==> src/rtl/blake2_pkg.sv <==
// Shared BLAKE2s definitions: block geometry, counter width, bank and message state encodings.
package blake2_pkg;
  localparam int BLOCK_BYTES = 64;
  localparam int T_W         = 64;
  localparam int POS_W       = $clog2(BLOCK_BYTES);
  localparam int BLK_W       = 8 * BLOCK_BYTES;

  typedef enum logic [1:0] {BANK_FREE, BANK_FILLING, BANK_FULL} bank_state_e;
  typedef enum logic [1:0] {MSG_IDLE, MSG_ACTIVE, MSG_DONE}     msg_state_e;
endpackage

==> src/rtl/msg_block_buffer_if.sv <==
// Byte-stream input and block-output handshake of the message block buffer.
interface msg_block_buffer_if;
  import blake2_pkg::*;
  logic             msg_start_i;
  logic [T_W-1:0]   ll_i;
  logic             data_v_i;
  logic [7:0]       data_i;
  logic [POS_W-1:0] data_idx_i;
  logic             blk_v_o;
  logic             blk_ready_i;
  logic [BLK_W-1:0] blk_o;
  logic [T_W-1:0]   blk_t_o;
  logic             blk_last_o;
  logic             err_o;

  modport slave (
    input  msg_start_i, ll_i, data_v_i, data_i, data_idx_i, blk_ready_i,
    output blk_v_o, blk_o, blk_t_o, blk_last_o, err_o
  );
  modport master (
    output msg_start_i, ll_i, data_v_i, data_i, data_idx_i, blk_ready_i,
    input  blk_v_o, blk_o, blk_t_o, blk_last_o, err_o
  );
endinterface

==> src/rtl/msg_block_bank.sv <==
// One 64-byte message bank: byte write at a position, zero-on-clear, t/last tag set at close.
// Clear is applied first so a write/close in the same cycle lands in the freshly zeroed bank.
module msg_block_bank
  import blake2_pkg::*;
(
  input  logic             clk,
  input  logic             nreset,
  input  logic             clr_i,
  input  logic             wr_i,
  input  logic [POS_W-1:0] wr_pos_i,
  input  logic [7:0]       wr_data_i,
  input  logic             close_i,
  input  logic [T_W-1:0]   close_t_i,
  input  logic             close_last_i,
  output bank_state_e      state_o,
  output logic [BLK_W-1:0] data_o,
  output logic [T_W-1:0]   t_o,
  output logic             last_o
);
  bank_state_e      state_q, state_d;
  logic [BLK_W-1:0] data_q, data_d;
  logic [T_W-1:0]   t_q, t_d;
  logic             last_q, last_d;

  // Next bank contents: clear, then byte write, then close tagging.
  always_comb begin
    state_d = state_q;
    data_d  = data_q;
    t_d     = t_q;
    last_d  = last_q;
    if (clr_i) begin
      state_d = BANK_FREE;
      data_d  = '0;
      t_d     = '0;
      last_d  = 1'b0;
    end
    if (wr_i) begin
      data_d[{wr_pos_i, 3'b000} +: 8] = wr_data_i;
      state_d = BANK_FILLING;
    end
    if (close_i) begin
      state_d = BANK_FULL;
      t_d     = close_t_i;
      last_d  = close_last_i;
    end
  end

  // Bank registers with synchronous reset to an empty, zeroed bank.
  always_ff @(posedge clk) begin
    if (!nreset) begin
      state_q <= BANK_FREE;
      data_q  <= '0;
      t_q     <= '0;
      last_q  <= 1'b0;
    end else begin
      state_q <= state_d;
      data_q  <= data_d;
      t_q     <= t_d;
      last_q  <= last_d;
    end
  end

  assign state_o = state_q;
  assign data_o  = data_q;
  assign t_o     = t_q;
  assign last_o  = last_q;
endmodule

==> src/rtl/msg_block_buffer.sv <==
// Ping-pong message block buffer: assembles the byte stream into 64-byte blocks,
// tracks the byte counter t, flags the final block and hands blocks out on valid/ready.
// Optional macro MSG_BLOCK_BUFFER_IDX_CHECK_EN: flag an error when the upstream byte
// index disagrees with the internal fill position.
module msg_block_buffer
  import blake2_pkg::*;
(
  input  logic               clk,
  input  logic               nreset,
  msg_block_buffer_if.slave  bus
);
  msg_state_e       msg_q, msg_d;
  logic             fill_q, fill_d, rd_q, rd_d;
  logic [POS_W-1:0] pos_q, pos_d;
  logic [T_W-1:0]   t_q, t_d, ll_q, ll_d;
  logic             err_q, err_d;

  bank_state_e      bank_state [2];
  logic [BLK_W-1:0] bank_data  [2];
  logic [T_W-1:0]   bank_t     [2];
  logic             bank_last  [2];

  logic [1:0]       clr, wr, close;
  logic [POS_W-1:0] wr_pos;
  logic [T_W-1:0]   close_t, t_inc;
  logic             close_last, fill_full, blk_v, accept;

  // Message control: start/abort, accept, byte write and block close decisions.
  always_comb begin
    msg_d      = msg_q;
    fill_d     = fill_q;
    rd_d       = rd_q;
    pos_d      = pos_q;
    t_d        = t_q;
    ll_d       = ll_q;
    err_d      = err_q;
    clr        = '0;
    wr         = '0;
    close      = '0;
    close_t    = '0;
    close_last = 1'b0;
    wr_pos     = pos_q;
    t_inc      = '0;
    fill_full  = (bank_state[fill_q] == BANK_FULL);
    blk_v      = (bank_state[rd_q] == BANK_FULL);
    // a start wipes both banks, so a concurrent ready accepts nothing
    accept     = blk_v & bus.blk_ready_i & ~bus.msg_start_i;

    if (accept) begin
      clr[rd_q] = 1'b1;
      rd_d      = ~rd_q;
    end

    if (bus.msg_start_i) begin
      clr       = 2'b11;
      msg_d     = MSG_ACTIVE;
      fill_d    = 1'b0;
      rd_d      = 1'b0;
      pos_d     = '0;
      t_d       = '0;
      ll_d      = bus.ll_i;
      err_d     = 1'b0;
      fill_full = 1'b0;
      // empty message: a single all-zero final block
      if (bus.ll_i == '0) begin
        close[0]   = 1'b1;
        close_last = 1'b1;
        msg_d      = MSG_DONE;
        fill_d     = 1'b1;
      end
    end

    // a byte concurrent with start is evaluated against the new message
    if (bus.data_v_i) begin
      if (msg_d == MSG_ACTIVE && !fill_full) begin
        wr_pos     = pos_d;
        wr[fill_d] = 1'b1;
        t_inc      = t_d + 1'b1;
        t_d        = t_inc;
`ifdef MSG_BLOCK_BUFFER_IDX_CHECK_EN
        if (bus.data_idx_i != wr_pos) err_d = 1'b1;
`endif
        if ((&wr_pos) || t_inc == ll_d) begin
          close[fill_d] = 1'b1;
          close_t       = t_inc;
          close_last    = (t_inc == ll_d);
          if (t_inc == ll_d) msg_d = MSG_DONE;
          fill_d        = ~fill_d;
          pos_d         = '0;
        end else begin
          pos_d = wr_pos + 1'b1;
        end
      end else begin
        err_d = 1'b1;
      end
    end
  end

  // Control registers with synchronous reset; no message is open after reset.
  always_ff @(posedge clk) begin
    if (!nreset) begin
      msg_q  <= MSG_DONE;
      fill_q <= 1'b0;
      rd_q   <= 1'b0;
      pos_q  <= '0;
      t_q    <= '0;
      ll_q   <= '0;
      err_q  <= 1'b0;
    end else begin
      msg_q  <= msg_d;
      fill_q <= fill_d;
      rd_q   <= rd_d;
      pos_q  <= pos_d;
      t_q    <= t_d;
      ll_q   <= ll_d;
      err_q  <= err_d;
    end
  end

  for (genvar b = 0; b < 2; b++) begin : g_bank
    msg_block_bank u_bank (
      .clk          (clk),
      .nreset       (nreset),
      .clr_i        (clr[b]),
      .wr_i         (wr[b]),
      .wr_pos_i     (wr_pos),
      .wr_data_i    (bus.data_i),
      .close_i      (close[b]),
      .close_t_i    (close_t),
      .close_last_i (close_last),
      .state_o      (bank_state[b]),
      .data_o       (bank_data[b]),
      .t_o          (bank_t[b]),
      .last_o       (bank_last[b])
    );
  end

  assign bus.blk_v_o    = blk_v;
  assign bus.blk_o      = bank_data[rd_q];
  assign bus.blk_t_o    = bank_t[rd_q];
  assign bus.blk_last_o = bank_last[rd_q];
  assign bus.err_o      = err_q;
endmodule

==> src/flat_wrapper.sv <==
// flat-port wrapper written by rule: the top's interface ports become plain ports
module msg_block_buffer_flat import blake2_pkg::*;
  (clk, nreset, bus_msg_start_i, bus_ll_i, bus_data_v_i, bus_data_i, bus_data_idx_i, bus_blk_ready_i, bus_blk_v_o, bus_blk_o, bus_blk_t_o, bus_blk_last_o, bus_err_o);
  msg_block_buffer_if bus_i ();
  input  logic clk;
  input  logic nreset;
  input wire logic [$bits(bus_i.msg_start_i)-1:0] bus_msg_start_i;
  input wire logic [$bits(bus_i.ll_i)-1:0] bus_ll_i;
  input wire logic [$bits(bus_i.data_v_i)-1:0] bus_data_v_i;
  input wire logic [$bits(bus_i.data_i)-1:0] bus_data_i;
  input wire logic [$bits(bus_i.data_idx_i)-1:0] bus_data_idx_i;
  input wire logic [$bits(bus_i.blk_ready_i)-1:0] bus_blk_ready_i;
  output wire logic [$bits(bus_i.blk_v_o)-1:0] bus_blk_v_o;
  output wire logic [$bits(bus_i.blk_o)-1:0] bus_blk_o;
  output wire logic [$bits(bus_i.blk_t_o)-1:0] bus_blk_t_o;
  output wire logic [$bits(bus_i.blk_last_o)-1:0] bus_blk_last_o;
  output wire logic [$bits(bus_i.err_o)-1:0] bus_err_o;
  assign bus_i.msg_start_i = bus_msg_start_i;
  assign bus_i.ll_i = bus_ll_i;
  assign bus_i.data_v_i = bus_data_v_i;
  assign bus_i.data_i = bus_data_i;
  assign bus_i.data_idx_i = bus_data_idx_i;
  assign bus_i.blk_ready_i = bus_blk_ready_i;
  assign bus_blk_v_o = bus_i.blk_v_o;
  assign bus_blk_o = bus_i.blk_o;
  assign bus_blk_t_o = bus_i.blk_t_o;
  assign bus_blk_last_o = bus_i.blk_last_o;
  assign bus_err_o = bus_i.err_o;
  msg_block_buffer u_core (.clk(clk), .nreset(nreset), .bus(bus_i));
endmodule
==> config.mk <==
export PLATFORM = sky130hd
export DESIGN_NAME = msg_block_buffer_flat
export DESIGN_NICKNAME = d
export VERILOG_FILES = /design/src/rtl/blake2_pkg.sv /design/src/rtl/msg_block_buffer_if.sv /design/src/rtl/msg_block_bank.sv /design/src/rtl/msg_block_buffer.sv /design/src/flat_wrapper.sv
export SDC_FILE = /design/constraint.sdc
export NUM_CORES = 2
export LEC_CHECK = 0
export CORE_UTILIZATION = 40
export CTS_CLUSTER_DIAMETER = 200
export DETAILED_ROUTE_END_ITERATION = 10
export DONT_BUFFER_PORTS = 1
export HOLD_SLACK_MARGIN = 0.02
export SYNTH_ARGS = -nofsm -noshare
export SYNTH_HDL_FRONTEND = slang
export SYNTH_SLANG_ARGS = --single-unit
==> constraint.sdc <==
create_clock -name clk -period 9.6 [get_ports clk]
set_input_delay 1.92 -clock clk [delete_from_list [all_inputs] [get_ports clk]]
set_output_delay 1.92 -clock clk [all_outputs]
set_load 0.01 [all_outputs]
==> summary.md <==
| Metric | Value |
|---|---|
| Mean post-synth cell area | `8.285 um2` |
| Post-DR wirelength/cell | `25.93 um` |
| Antenna violations before repair | `10` |
| Ys async rst share | `0` |
| Maximum vdd ir drop | `0.1421 mV` |
| RSZ-0062 raised after global routing | `false` |
| Worst Path Arrival | `8170 ps` |
| Syn Nets | `about 7300` |
| Post-route design area | `0.06536 mm2` |
| Cells on Worst Hold Path | `2` |
| HP Start | `u_core.g_bank[1].u_bank.t_o[3]` |
| Clock sinks | `1297` |
| Max_cap viols | `0` |
| Final setup viols | `0` |
| Top FF cell, synth | `dfxtp_1` |
| Most frequent cells in the layout | `dfxtp_1 (1296), nand3_1 (1199), nand2_1 (742)` |
| Initial Util | `0.4030` |
| Share of cells above drive strength 1 | `0.1362` |
| Mapped Cells | `7191` |
| Final worst-path cycle share | `0.7768` |
| Synth warnings | `0` |
| Post-CTS Setup Inserts | `0` |
| Vias | `around 53000` |
| Hold Buf Count CTS | `0` |
| CP max FO | `220` |
| Post-Place Cells | `8596` |
| Avg Vias per Cell | `5.991` |
| Sequential area share after synthesis | `0.4358` |
| Post-synthesis compound-gate area fraction | `0.1260` |
| Area growth, synth to finish | `9.713%` |
| Multiplexer share of the synthesized area | `0.1183` |
| DRT Wirelength | `229.7 mm` |
| Count of different cell masters after synthesis | `83` |
| Total leakage power | `21.52 nW` |
| Pwr/cell area | `~180 mW/mm2` |
| Clock tree root buffer cell | `clkbuf_16` |
| Post-Syn Area | `between 0.05 and 0.06 mm2` |
| Combinational family with the most area after synthesis | `simple AND/OR/NAND/NOR gates` |
| Hold_ws | `446.7 ps` |
| Least-Margin Pin Slew | `1341 ps` |
| CTS tree | `built` |
| Worst-path clk slew | `approximately 60 ps` |
| RR Endpoint | `u_core.g_bank[1].u_bank.t_o[34]` |
| Die Ht | `387.9 um` |
| Critical Path End Type | `flop` |
| Finished Layout Cells | `8859` |
| Clock buffers created by TritonCTS | `145` |
| Reg-to-Reg Start | `u_core.t_q[0]` |
| Final Net Count | `just under 7000` |
| Largest net degree at the start of global routing | `221` |
| Detail Placement HPWL | `151.4 mm` |
| Num ports | `662` |
| Cts repair resizes | `0` |
| Max-slew violations | `0` |
| WHS Endpoint | `u_core.g_bank[1].u_bank.t_o[3]` |
| GRT Overall Usage | `0.2908` |
| Total negative slack | `0 ps` |
| Post-synth EDFFs | `0` |
| Grt ovf | `0` |
| First-pass GRT wire length | `332.6 mm` |
| Fin crit period | `7458 ps` |
| Final hold violation count | `0` |
| Synth Area in Adders | `0.001470` |
| Reg2reg setup slack | `2820 ps` |
| DRC violations left | `0` |
| Clock Path Buffers | `3` |
| DR iter-0 viols | `5595` |
| Buffers on Ports | `0` |
| Antenna viol nets, final | `0` |
| F_max | `134.1 MHz` |
| Vias in the first global route | `48750` |
| Die Area | `0.1505 mm2` |
| Synth Register Bits | `1297` |
| Final setup skew | `between 30 and 40 ps` |
| Core Area | `0.1478 mm2` |
| Worst setup SP type | `primary input` |
| Drt pass-1 iters | `8` |
| Relative slew slack | `0.1024` |
| Critical path class | `primary input to flop` |
| WP data required | `approximately 10000 ps` |
| Post-DP Area | `0.06044 mm2` |
| Simple-gate portion of the synthesized area | `0.2471` |
| H-tree levels | `4` |
| Reg2reg path depth | `15` |
| Xor-xnor portion of the synthesized cell area | `0.02946` |
| Floorplan row count | `141` |
| Most common cell after layout, fill and taps aside | `dfxtp_1` |
| HP Class | `flop to flop` |
| Routability cong. | `about 0.93` |
| Clk Latency, worst-skew pair | `810 ps` |
| Die Wd | `a little under 400 um` |
| Outcome | `finished, final reports clean` |
final cells by class:
type                       count  area (um2)
fill                       14410       82480
multi-input combinational   5276       31350
sequential                  1297       25970
clock buffer                 212        4263
tap                         1930        2415
clock inverter                45       643.1
timing repair buffer          70       613.1
inverter                      23       93.84
antenna                        6       15.01
sequential cells by signal (all words and copies together), names as in the netlist:
name                          count
u_core.bus.err_o                  1
u_core.fill_q                     1
u_core.g_bank.u_bank.data_o    1024
u_core.g_bank.u_bank.last_o       2
u_core.g_bank.u_bank.state_o      4
u_core.g_bank.u_bank.t_o        128
u_core.ll_q                      64
u_core.msg_q                      2
u_core.pos_q                      6
u_core.rd_q                       1
u_core.t_q                       64
cells by family (layout without fill, tap and decap cells):
kind of cell,after synthesis,in the layout
multiplexers,631,631
AND/OR/NAND/NOR,3092,3092
adder cells (fa/ha/maj),7,7
AO/OA/AOI/OAI,1348,1348
XOR/XNOR,198,198
buffers and inverters,618,350
flip-flops,1297,1297
other,0,6
layer usage:
metal  part of all wire  vias up  global-route usage
li1                   -    24610                   -
met1               0.41    25740              0.3810
met2               0.43     2314              0.4320
met3               0.11      403             0.09492
met4              0.047        4              0.1313
met5            0.00010        -                   0
per-stage QoR:
| stage | utilization | worst slack, ps | total power (W) |
|---|---|---|---|
| detailed placement | 0.4088 | 1662 | 0.005914 |
| global placement | 0.4088 | 1794 | 0.005910 |
| finish | 0.4421 | 2142 | 0.01155 |
| global route | 0.4421 | 1929 | 0.01186 |
| CTS | 0.4420 | 2496 | 0.01162 |
| floorplan | - | 1788 | 0.005823 |
worst max path at each step:
| stage | from | slack, ps | cells past startpoint | end |
|---|---|---|---|---|
| floorplan | bus_msg_start_i | 1790 | 28 | u_core.g_bank[1].u_bank.t_o[61] |
| global placement | bus_msg_start_i | 1790 | 15 | u_core.g_bank[1].u_bank.t_o[4] |
| detailed placement | bus_msg_start_i | 1660 | 15 | u_core.g_bank[1].u_bank.t_o[34] |
| CTS | bus_msg_start_i | 2500 | 15 | u_core.g_bank[1].u_bank.t_o[4] |
| global route | bus_msg_start_i | 1930 | 15 | u_core.g_bank[1].u_bank.t_o[11] |
| finish | bus_msg_start_i | 2140 | 15 | u_core.g_bank[1].u_bank.t_o[34] |
synth_stat cells (all sizes together), types with 41 or more instances:
master | count | area share
a21oi | 700 | 0.059
nor3 | 123 | 0.010
nand2 | 743 | 0.047
clkbuf | 494 | 0.031
nor2 | 568 | 0.036
nor4 | 41 | 0.0054
o21ai | 321 | 0.027
nand3 | 1199 | 0.10
buf | 101 | 0.0093
xor2 | 65 | 0.0096
and2 | 153 | 0.016
a31oi | 179 | 0.019
mux2i | 47 | 0.0079
xnor2 | 132 | 0.020
o2bb2ai | 56 | 0.0082
nand4 | 70 | 0.0075
nor2b | 42 | 0.0044
mux2 | 584 | 0.11
dfxtp | 1297 | 0.44
critical path, stage by stage:
cell	delay, ps
nor2b_1	280
ha_1	380
and4_1	360
nand4_1	280
nor4_1	950
xor2_1	230
nor4_1	500
and4_1	310
and4_1	210
nand4_1	360
nand2_1	670
ha_1	590
o211ai_4	340
buf_4	370
o21ai_0	250
power breakdown:
group | switching [W] | leakage, nW | internal [W] | total, W
clock | 0.00241 | 2.41 | 0.00335 | 0.00575
sequential | 0.0000128 | 10.5 | 0.00540 | 0.00541
combinational | 0.000309 | 8.66 | 0.0000780 | 0.000387
Note: power is estimated with default switching activity, not from simulation.
